<file path="src/rtl/see_dispatcher_pkg.sv">
// Shared types and constants for the see dispatcher: payload layout, destination
// encoding, output count and delivered-beat counter width.
package mixedBlockC_package;

   localparam int NUM_SEE    = 3;
   localparam int ACC_CNT_W  = 16;
   localparam int SEE_DATA_W = 32;

   // Destination field carried in the top two bits of every request beat.
   typedef enum logic [1:0] {
      SEE_DEST_0  = 2'd0,
      SEE_DEST_1  = 2'd1,
      SEE_DEST_2  = 2'd2,
      SEE_DEST_RR = 2'd3
   } see_dest_e;

   // Request payload as it appears on the upstream stream (default width).
   typedef struct packed {
      see_dest_e               dest;
      logic [SEE_DATA_W-1:0]   data;
   } see_req_t;

   typedef logic [ACC_CNT_W-1:0] acc_cnt_t;

   // Next output index in round-robin order, wrapping 2 -> 0.
   function automatic logic [1:0] see_rr_next(input logic [1:0] idx);
      logic [1:0] nxt;
      case (idx)
         2'd0:    nxt = 2'd1;
         2'd1:    nxt = 2'd2;
         default: nxt = 2'd0;
      endcase
      return nxt;
   endfunction

endpackage

</file>
<file path="src/rtl/rdy_vld_if.sv">
// Valid/ready stream bundle; src drives vld/data, dst drives rdy.
interface rdy_vld_if #(
   parameter int W = 32
);
   logic         vld;
   logic         rdy;
   logic [W-1:0] data;

   modport src (output vld, output data, input rdy);
   modport dst (input vld, input data, output rdy);
endinterface

</file>
<file path="src/rtl/see_fifo.sv">
// Small synchronous FIFO used as one output queue of the dispatcher.
// Head entry is presented directly from storage, so a pushed beat becomes
// visible one cycle after it is written.
module see_fifo #(
   parameter int DATA_W     = 32,
   parameter int FIFO_DEPTH = 2
) (
   input  logic              clk,
   input  logic              rst,
   input  logic              push_i,
   input  logic [DATA_W-1:0] push_data_i,
   input  logic              pop_i,
   output logic [DATA_W-1:0] head_o,
   output logic              nempty_o,
   output logic              full_o
);

   localparam int AW = $clog2(FIFO_DEPTH);
   localparam int CW = AW + 1;

   logic [DATA_W-1:0] mem_q [FIFO_DEPTH];
   logic [AW-1:0]     wr_ptr_q;
   logic [AW-1:0]     rd_ptr_q;
   logic [CW-1:0]     count_q;

   // Storage, pointer and occupancy update; pointers wrap naturally at FIFO_DEPTH.
   always_ff @(posedge clk) begin
      if (rst) begin
         for (int i = 0; i < FIFO_DEPTH; i++) begin
            mem_q[i] <= '0;
         end
         wr_ptr_q <= '0;
         rd_ptr_q <= '0;
         count_q  <= '0;
      end else begin
         if (push_i) begin
            mem_q[wr_ptr_q] <= push_data_i;
            wr_ptr_q        <= wr_ptr_q + AW'(1);
         end else begin
            wr_ptr_q        <= wr_ptr_q;
         end
         if (pop_i) begin
            rd_ptr_q <= rd_ptr_q + AW'(1);
         end else begin
            rd_ptr_q <= rd_ptr_q;
         end
         case ({push_i, pop_i})
            2'b10:   count_q <= count_q + CW'(1);
            2'b01:   count_q <= count_q - CW'(1);
            default: count_q <= count_q;
         endcase
      end
   end

   assign head_o   = mem_q[rd_ptr_q];
   assign nempty_o = (count_q != CW'(0));
   assign full_o   = (count_q == CW'(FIFO_DEPTH));

endmodule

</file>
<file path="src/rtl/see_dispatcher.sv">
// Routes beats from one upstream see stream into three output queues, either
// directly by destination or round-robin over non-full queues, and counts the
// beats delivered on each output.
module see_dispatcher
   import mixedBlockC_package::*;
#(
   parameter int DATA_W     = 32,
   parameter int FIFO_DEPTH = 2
) (
   input  logic                 clk,
   input  logic                 rst_n,
   rdy_vld_if.dst               seeIn,
   rdy_vld_if.src               see0,
   rdy_vld_if.src               see1,
   rdy_vld_if.src               see2,
   output logic [ACC_CNT_W-1:0] accCnt0,
   output logic [ACC_CNT_W-1:0] accCnt1,
   output logic [ACC_CNT_W-1:0] accCnt2
);

   logic [NUM_SEE-1:0] full_s;
   logic [NUM_SEE-1:0] nempty_s;
   logic [NUM_SEE-1:0] pop_s;
   logic [NUM_SEE-1:0] push_s;
   logic [NUM_SEE-1:0] out_rdy_s;
   logic [3:0]         avail_s;
   logic [DATA_W-1:0]  head_s [NUM_SEE];
   logic [DATA_W-1:0]  in_data_s;
   logic [1:0]         dest_raw_s;
   see_dest_e          dest_s;
   logic [1:0]         cand0_s;
   logic [1:0]         cand1_s;
   logic [1:0]         cand2_s;
   logic [1:0]         sel_s;
   logic               sel_ok_s;
   logic               in_rdy_s;
   logic               accept_s;
   logic [1:0]         rr_ptr_q;
   logic [1:0]         rr_ptr_d;
   acc_cnt_t           acc_cnt_q [NUM_SEE];

   assign dest_raw_s = seeIn.data[DATA_W+1:DATA_W];
   assign dest_s     = see_dest_e'(dest_raw_s);
   assign in_data_s  = seeIn.data[DATA_W-1:0];
   assign out_rdy_s  = {see2.rdy, see1.rdy, see0.rdy};

   // Outputs are held idle while reset is asserted; a pop is a completed transfer.
   assign pop_s = nempty_s & out_rdy_s & {NUM_SEE{~rst_n}};

   // Destination selection, upstream ready and round-robin pointer next state.
   always_comb begin
      // A full queue can still take a beat when its head leaves in the same cycle.
      avail_s  = {1'b0, (~full_s) | pop_s};
      cand0_s  = rr_ptr_q;
      cand1_s  = see_rr_next(cand0_s);
      cand2_s  = see_rr_next(cand1_s);
      sel_s    = 2'd0;
      sel_ok_s = 1'b0;
      case (dest_s)
         SEE_DEST_RR: begin
            if (avail_s[cand0_s]) begin
               sel_s    = cand0_s;
               sel_ok_s = 1'b1;
            end else if (avail_s[cand1_s]) begin
               sel_s    = cand1_s;
               sel_ok_s = 1'b1;
            end else if (avail_s[cand2_s]) begin
               sel_s    = cand2_s;
               sel_ok_s = 1'b1;
            end else begin
               sel_s    = cand0_s;
               sel_ok_s = 1'b0;
            end
         end
         default: begin
            sel_s    = dest_raw_s;
            sel_ok_s = avail_s[dest_raw_s];
         end
      endcase
      in_rdy_s = sel_ok_s & ~rst_n;
      accept_s = seeIn.vld & in_rdy_s;
      if (accept_s) begin
         push_s = 3'b001 << sel_s;
      end else begin
         push_s = 3'b000;
      end
      if (accept_s && (dest_s == SEE_DEST_RR)) begin
         rr_ptr_d = see_rr_next(sel_s);
      end else begin
         rr_ptr_d = rr_ptr_q;
      end
   end

   assign seeIn.rdy = in_rdy_s;

   // Round-robin start position register.
   always_ff @(posedge clk) begin
      if (rst_n) begin
         rr_ptr_q <= 2'd0;
      end else begin
         rr_ptr_q <= rr_ptr_d;
      end
   end

   // Per-output delivered-beat counters, wrapping at the counter width.
   always_ff @(posedge clk) begin
      if (rst_n) begin
         for (int i = 0; i < NUM_SEE; i++) begin
            acc_cnt_q[i] <= '0;
         end
      end else begin
         for (int i = 0; i < NUM_SEE; i++) begin
            if (pop_s[i]) begin
               acc_cnt_q[i] <= acc_cnt_q[i] + ACC_CNT_W'(1);
            end else begin
               acc_cnt_q[i] <= acc_cnt_q[i];
            end
         end
      end
   end

   for (genvar g = 0; g < NUM_SEE; g++) begin : g_q
      see_fifo #(
         .DATA_W     (DATA_W),
         .FIFO_DEPTH (FIFO_DEPTH)
      ) u_fifo (
         .clk         (clk),
         .rst         (rst_n),
         .push_i      (push_s[g]),
         .push_data_i (in_data_s),
         .pop_i       (pop_s[g]),
         .head_o      (head_s[g]),
         .nempty_o    (nempty_s[g]),
         .full_o      (full_s[g])
      );
   end

   assign see0.vld  = nempty_s[0] & ~rst_n;
   assign see1.vld  = nempty_s[1] & ~rst_n;
   assign see2.vld  = nempty_s[2] & ~rst_n;
   assign see0.data = head_s[0];
   assign see1.data = head_s[1];
   assign see2.data = head_s[2];

   assign accCnt0 = acc_cnt_q[0];
   assign accCnt1 = acc_cnt_q[1];
   assign accCnt2 = acc_cnt_q[2];

endmodule

</file>
<file path="src/flat_wrapper.sv">
// flat-port wrapper written by rule: the top's interface ports become plain ports
module see_dispatcher_flat import mixedBlockC_package::*;
#(
   parameter int DATA_W     = 32,
   parameter int FIFO_DEPTH = 2
)
  (clk, rst_n, accCnt0, accCnt1, accCnt2, seeIn_vld, seeIn_data, seeIn_rdy, see0_vld, see0_data, see0_rdy, see1_vld, see1_data, see1_rdy, see2_vld, see2_data, see2_rdy);
  rdy_vld_if #(.W((32) + 2)) seeIn_i ();
  rdy_vld_if #(.W((32))) see0_i ();
  rdy_vld_if #(.W((32))) see1_i ();
  rdy_vld_if #(.W((32))) see2_i ();
  input  logic clk;
  input  logic rst_n;
  output logic [ACC_CNT_W-1:0] accCnt0;
  output logic [ACC_CNT_W-1:0] accCnt1;
  output logic [ACC_CNT_W-1:0] accCnt2;
  input wire logic [$bits(seeIn_i.vld)-1:0] seeIn_vld;
  input wire logic [$bits(seeIn_i.data)-1:0] seeIn_data;
  output wire logic [$bits(seeIn_i.rdy)-1:0] seeIn_rdy;
  output wire logic [$bits(see0_i.vld)-1:0] see0_vld;
  output wire logic [$bits(see0_i.data)-1:0] see0_data;
  input wire logic [$bits(see0_i.rdy)-1:0] see0_rdy;
  output wire logic [$bits(see1_i.vld)-1:0] see1_vld;
  output wire logic [$bits(see1_i.data)-1:0] see1_data;
  input wire logic [$bits(see1_i.rdy)-1:0] see1_rdy;
  output wire logic [$bits(see2_i.vld)-1:0] see2_vld;
  output wire logic [$bits(see2_i.data)-1:0] see2_data;
  input wire logic [$bits(see2_i.rdy)-1:0] see2_rdy;
  assign seeIn_i.vld = seeIn_vld;
  assign seeIn_i.data = seeIn_data;
  assign seeIn_rdy = seeIn_i.rdy;
  assign see0_vld = see0_i.vld;
  assign see0_data = see0_i.data;
  assign see0_i.rdy = see0_rdy;
  assign see1_vld = see1_i.vld;
  assign see1_data = see1_i.data;
  assign see1_i.rdy = see1_rdy;
  assign see2_vld = see2_i.vld;
  assign see2_data = see2_i.data;
  assign see2_i.rdy = see2_rdy;
  see_dispatcher #(.DATA_W(DATA_W), .FIFO_DEPTH(FIFO_DEPTH)) u_core (.clk(clk), .rst_n(rst_n), .seeIn(seeIn_i), .see0(see0_i), .see1(see1_i), .see2(see2_i), .accCnt0(accCnt0), .accCnt1(accCnt1), .accCnt2(accCnt2));
endmodule
</file>
<file path="config.mk">
export PLATFORM = sky130hd
export DESIGN_NAME = see_dispatcher_flat
export DESIGN_NICKNAME = d
export VERILOG_FILES = /design/src/rtl/see_dispatcher_pkg.sv /design/src/rtl/rdy_vld_if.sv /design/src/rtl/see_fifo.sv /design/src/rtl/see_dispatcher.sv /design/src/flat_wrapper.sv
export SDC_FILE = /design/constraint.sdc
export NUM_CORES = 1
export LEC_CHECK = 0
export CAP_MARGIN = 5
export CORE_ASPECT_RATIO = 1.5
export CORE_MARGIN = 10
export CORE_UTILIZATION = 44
export CTS_BUF_LIST = sky130_fd_sc_hd__clkbuf_4 sky130_fd_sc_hd__clkbuf_8
export DETAILED_ROUTE_END_ITERATION = 12
export GPL_TIMING_DRIVEN = 0
export PLACE_DENSITY = 0.76
export SKIP_CTS_REPAIR_TIMING = 1
export SKIP_LAST_GASP = 1
export SYNTH_ARGS = -nofsm -noshare
export SYNTH_HDL_FRONTEND = slang
export SYNTH_SLANG_ARGS = --single-unit
export TNS_END_PERCENT = 50
</file>
<file path="constraint.sdc">
create_clock -name clk -period 6.75 [get_ports clk]
set_input_delay 1.35 -clock clk [delete_from_list [all_inputs] [get_ports clk]]
set_output_delay 1.35 -clock clk [all_outputs]
set_load 0.005 [all_outputs]
</file>
==> impl_results.html, run 1 <==
<table>
<tr><th>Metric</th><th>Value</th></tr>
<tr><th colspan="2">Run status</th></tr>
<tr><td>Run status</td><td>complete, no violations</td></tr>
<tr><th colspan="2">Power</th></tr>
<tr><td>Psw</td><td>867 uW</td></tr>
<tr><td>Peak supply drop</td><td>approximately 0.16 mV</td></tr>
<tr><td>Sequential share of power</td><td>0.499</td></tr>
<tr><td>Power density normalized to cell area</td><td>around 250 nW/um^2</td></tr>
<tr><td>Clock network power share</td><td>0.390</td></tr>
<tr><td>Leakage</td><td>~5.5 nW</td></tr>
<tr><td>Switching part of the total power</td><td>0.229</td></tr>
<tr><td>Logic pwr share</td><td>0.111</td></tr>
<tr><td>Sum of internal, switching and leakage power</td><td>roughly 3.8 mW</td></tr>
<tr><td>Cell-internal power</td><td>a little under 3 mW</td></tr>
<tr><th colspan="2">Routing</th></tr>
<tr><td>Drt wl/cell</td><td>approximately 20 microns</td></tr>
<tr><td>Number of vias per cell</td><td>5.09</td></tr>
<tr><td>DRC</td><td>0</td></tr>
<tr><td>Number of DRC violations after detailed-routing iteration 0</td><td>~340</td></tr>
<tr><td>Final wirelength</td><td>between 20000 and 30000 microns</td></tr>
<tr><td>Number of nets still failing antenna checks after routing</td><td>0</td></tr>
<tr><td>Number of optimization iterations in the first detailed-route pass</td><td>4</td></tr>
<tr><td>Via count of the routed design</td><td>about 7400</td></tr>
<tr><th colspan="2">Place</th></tr>
<tr><td>Worst slack after detailed placement</td><td>around 1900 ps</td></tr>
<tr><td>Total cell area at the placement stage</td><td>14100 sq um</td></tr>
<tr><td>Count of input and output buffers</td><td>around 190</td></tr>
<tr><td>GPL Wtd Cong</td><td>between 0.8 and 0.9</td></tr>
<tr><td>Post-detail-place hpwl</td><td>~20000 microns</td></tr>
<tr><td>Cells after DPL</td><td>around 1400</td></tr>
<tr><th colspan="2">Worst setup path</th></tr>
<tr><td>Type of element launching the critical path</td><td>primary input</td></tr>
<tr><td>Slowest-stage cell, CP</td><td>sky130_fd_sc_hd__clkdlybuf4s50_1</td></tr>
<tr><td>Most used cell, CP</td><td>sky130_fd_sc_hd__clkdlybuf4s50_1</td></tr>
<tr><td>Buffering stage count on the worst path with inverters included</td><td>2</td></tr>
<tr><td>Crit path kind</td><td>in -&gt; out</td></tr>
<tr><td>Crit path required time</td><td>about 5400 ps</td></tr>
<tr><td>Arrival time of data at the critical path endpoint</td><td>about 3400 ps</td></tr>
<tr><td>Peak fanout along the critical path</td><td>7</td></tr>
<tr><td>Largest stage delay on the critical path</td><td>580 ps</td></tr>
<tr><td>Cell breakdown of the critical path</td><td>clkdlybuf4s50_1 &gt; nand2b_1 &gt; nand3_1 &gt; mux2i_1 &gt; a221oi_1 &gt; clkdlybuf4s50_1</td></tr>
<tr><td>Critical path's top delay family</td><td>buffers and inverters</td></tr>
<tr><td>Crit path capture type</td><td>primary output</td></tr>
<tr><th colspan="2">Cells and area</th></tr>
<tr><td>Area Growth Syn to Fin</td><td>27.7%</td></tr>
<tr><td>Area of all sequential standard cells</td><td>7550 sq um</td></tr>
<tr><td>Area used by multi-input combinational logic</td><td>3930 sq um</td></tr>
<tr><td>End-of-flow core utilization</td><td>0.566</td></tr>
<tr><td>Fillers</td><td>~2200</td></tr>
<tr><td>Finished Cell Area</td><td>roughly 15000 sq um</td></tr>
<tr><td>Layout Cells excl Fill</td><td>1459</td></tr>
<tr><td>Antenna diode count</td><td>0</td></tr>
<tr><td>Fraction of layout cells with a size suffix above 1</td><td>0.176</td></tr>
<tr><td>Layout net count</td><td>~1100</td></tr>
<tr><th colspan="2">Synth</th></tr>
<tr><td>Primary flip-flop cell chosen by synthesis mapping</td><td>sky130_fd_sc_hd__edfxtp_1</td></tr>
<tr><td>Sequential-to-total area share from yosys stat</td><td>0.645</td></tr>
<tr><td>Post-synth EDFFs</td><td>240</td></tr>
<tr><td>Count of cell types in the netlist</td><td>47</td></tr>
<tr><td>Synthesis-stage register bit count</td><td>~260</td></tr>
<tr><td>Synthesized netlist net count</td><td>905</td></tr>
<tr><td>Syn Inst Count</td><td>~860</td></tr>
<tr><td>Asr flop ratio synth</td><td>0</td></tr>
<tr><td>Most common library cells after synthesis</td><td>sky130_fd_sc_hd__edfxtp_1 (240), sky130_fd_sc_hd__and2_1 (194), sky130_fd_sc_hd__mux2_2 (96)</td></tr>
<tr><td>Most area-consuming cells after synthesis</td><td>sky130_fd_sc_hd__edfxtp_1 (62%), sky130_fd_sc_hd__and2_1 (10%), sky130_fd_sc_hd__mux2_2 (9.2%)</td></tr>
<tr><td>Post-synthesis area per instance</td><td>around 14 sq um</td></tr>
<tr><td>Library cell with the highest instance count after synthesis</td><td>sky130_fd_sc_hd__edfxtp_1</td></tr>
<tr><td>Post-synthesis instance area</td><td>between 10000 and 15000 sq um</td></tr>
<tr><td>Yosys top cell area share</td><td>0.616</td></tr>
<tr><td>Synth warn</td><td>0</td></tr>
<tr><td>Most area-hungry cell type in the Yosys netlist</td><td>sky130_fd_sc_hd__edfxtp_1</td></tr>
<tr><th colspan="2">Timing</th></tr>
<tr><td>Achievable Freq</td><td>around 0.21 GHz</td></tr>
<tr><td>Total negative slack for setup checks</td><td>0 ps</td></tr>
<tr><td>Setup repair after global routing missed its margin</td><td>false</td></tr>
<tr><td>Min Clock Period, post-route</td><td>4750 ps</td></tr>
<tr><td>Max-slew violation total from the final report</td><td>0</td></tr>
<tr><td>Final cycle utilization of the critical path</td><td>0.704</td></tr>
<tr><td>Post-layout worst setup margin</td><td>about 2000 ps</td></tr>
<tr><td>Endpoints failing hold</td><td>0</td></tr>
<tr><td>Headroom to the max-slew limit</td><td>0.360</td></tr>
<tr><td>Worst hold-check slack</td><td>471 ps</td></tr>
<tr><td>Transition time at the pin with the least slew margin</td><td>around 960 ps</td></tr>
<tr><td>Clock skew after layout</td><td>~18 ps</td></tr>
<tr><td>Final Setup Violations</td><td>0</td></tr>
<tr><th colspan="2">Global routing</th></tr>
<tr><td>Pin count of the biggest net entering global routing</td><td>33</td></tr>
<tr><td>GR Layer Usage met3</td><td>0.0517</td></tr>
<tr><td>Gr usage total</td><td>0.172</td></tr>
<tr><td>Vias in the first global route</td><td>7955</td></tr>
<tr><td>Overflow left after global routing</td><td>0</td></tr>
<tr><td>Global-route wire length before repair</td><td>roughly 46000 microns</td></tr>
<tr><td>Met1 track demand over resource in global routing</td><td>0.185</td></tr>
<tr><td>Most crowded layer after global routing</td><td>met2</td></tr>
<tr><td>Number of antenna violations at the first check in global routing</td><td>0</td></tr>
<tr><td>Met2 track utilization from global routing</td><td>0.312</td></tr>
<tr><th colspan="2">Die</th></tr>
<tr><td>Starting density of the core</td><td>0.443</td></tr>
<tr><td>Placeable core area</td><td>between 20000 and 30000 sq um</td></tr>
<tr><td>Die Outline Area</td><td>between 30000 and 40000 sq um</td></tr>
<tr><td>Count of pins on the block boundary</td><td>roughly 190</td></tr>
<tr><td>Die span in y</td><td>about 220 microns</td></tr>
<tr><td>FP Rows</td><td>73</td></tr>
<tr><td>Width of the die</td><td>153 microns</td></tr>
<tr><th colspan="2">Clocking</th></tr>
<tr><td>CTS root buffer</td><td>sky130_fd_sc_hd__clkbuf_8</td></tr>
<tr><td>CTS tree</td><td>yes</td></tr>
<tr><td>TritonCTS buffer count</td><td>slightly above 40</td></tr>
<tr><td>Clock net sink count</td><td>about 260</td></tr>
<tr><td>Clock latency reported for the late side of the worst-skew pair</td><td>about 560 ps</td></tr>
<tr><td>H-tree level count</td><td>2</td></tr>
<tr><td>Clock transition at the register clock pins on the worst setup and hold paths after CTS</td><td>70 ps</td></tr>
<tr><td>Buffer levels on the longest clock path</td><td>3</td></tr>
<tr><th colspan="2">Run</th></tr>
<tr><td>Count of maximum capacitance violations</td><td>0</td></tr>
<tr><th colspan="2">Min path</th></tr>
<tr><td>Type of the worst min-delay path</td><td>reg -&gt; reg</td></tr>
</table>
-- power by group through the flow --
| stage | registers (mW) | clock network [mW] | logic, mW |
|---|---|---|---|
| finish | 1.89 | 1.48 | 0.421 |
| global route | 1.90 | 1.57 | 0.460 |
| CTS | 1.89 | 1.51 | 0.433 |
| detailed placement | 1.92 | 0 | 0.430 |
| global placement | 1.92 | 0 | 0.419 |
| floorplan | 1.91 | 0 | 0.176 |
-- registers in the layout, summed over array words and instances, names as in the netlist, named ones only --
register                    count
u_core.acc_cnt_q               48
u_core.cand0_s                  2
u_core.g_q.u_fifo.count_q       6
u_core.g_q.u_fifo.mem_q       192
u_core.g_q.u_fifo.rd_ptr_q      3
u_core.g_q.u_fifo.wr_ptr_q      3
-- area by class of cell --
class | count | share of cell area
multi-input combinational | 550 | 0.262
sequential | 257 | 0.505
clock inverter | 20 | 0.0147
buffer | 42 | 0.0146
clock buffer | 55 | 0.0456
inverter | 10 | 0.00251
tap | 337 | 0.0282
timing repair buffer | 188 | 0.127
-- layout by cell type (no fill, tap or decap), types with 7 or more instances in the layout --
cell | synthesis | layout
sky130_fd_sc_hd__and3_1 | 7 | 7
sky130_fd_sc_hd__dfxtp_1 | 17 | 17
sky130_fd_sc_hd__or3_1 | 12 | 12
sky130_fd_sc_hd__xnor2_1 | 15 | 15
sky130_fd_sc_hd__nand3_1 | 18 | 18
sky130_fd_sc_hd__o21ai_0 | 19 | 17
sky130_fd_sc_hd__nor2_1 | 55 | 55
sky130_fd_sc_hd__clkbuf_1 | 15 | 15
sky130_fd_sc_hd__clkbuf_4 | 0 | 12
sky130_fd_sc_hd__buf_2 | 12 | 12
sky130_fd_sc_hd__mux2_2 | 96 | 96
sky130_fd_sc_hd__clkinv_1 | 1 | 9
sky130_fd_sc_hd__and2_1 | 194 | 194
sky130_fd_sc_hd__edfxtp_1 | 240 | 240
sky130_fd_sc_hd__a21oi_1 | 14 | 14
sky130_fd_sc_hd__nand2_1 | 24 | 24
sky130_fd_sc_hd__nand4_1 | 11 | 11
sky130_fd_sc_hd__inv_1 | 9 | 9
sky130_fd_sc_hd__clkbuf_8 | 0 | 43
sky130_fd_sc_hd__clkdlybuf4s50_1 | 0 | 186
sky130_fd_sc_hd__buf_1 | 9 | 9
sky130_fd_sc_hd__xor2_1 | 27 | 27
-- per-layer routing --
layer  share of wire  up-vias
met5               0        -
met4           0.027        0
met3           0.070       57
met2            0.53      194
met1            0.38     3639
li1                -     3539
-- final timing paths --
| check | slack, ps | depth (start not counted) | end | from |
|---|---|---|---|---|
| max | 2000 | 6 | seeIn_rdy | rst_n |
| min | 470 | 1 | u_core.g_q[0].u_fifo.rd_ptr_q$_SDFFE_PP0P_ | u_core.g_q[0].u_fifo.rd_ptr_q$_SDFFE_PP0P_ |
| max reg2reg | 3610 | 6 | u_core.g_q[1].u_fifo.mem_q[0][7]$_SDFFCE_PN0P_ | u_core.g_q[2].u_fifo.count_q[1]$_SDFFE_PP0P_ |
| min reg2reg | 470 | 1 | u_core.g_q[0].u_fifo.rd_ptr_q$_SDFFE_PP0P_ | u_core.g_q[0].u_fifo.rd_ptr_q$_SDFFE_PP0P_ |
-- logic make-up (layout without fill, tap and decap cells) --
family                     count (synthesis)  after routing  synth area share
and+or+nand+nor                          353            353             0.175
muxes                                     97             97            0.0932
buffers and inverters                     52            315            0.0218
xor gates and xnor gates                  42             42            0.0314
AOI/OAI and AO/OA                         52             52            0.0273
DFF                                      257            257             0.645
adders and majority gates                  6              6           0.00641
Note: power is estimated with default switching activity, not from simulation.
==> run 2, diff against run 1 <==
==> constraint.sdc (replaced) <==
create_clock -name clk -period 4.9 [get_ports clk]
set_input_delay 0.98 -clock clk [delete_from_list [all_inputs] [get_ports clk]]
set_output_delay 0.98 -clock clk [all_outputs]
set_load 0.005 [all_outputs]
==> results of run 2 <==
Same layout as run 1 (identical final DEF). Status: complete, no violations.
Among the figures that moved: setup slack after placement 1910 ps -> 465 ps; setup slack after layout 2000 ps -> 885 ps; register-to-register setup slack 3610 ps -> 1760 ps; total power 3.78 mW -> 5.21 mW; worst IR drop on VDD 0.157 mV -> 0.216 mV
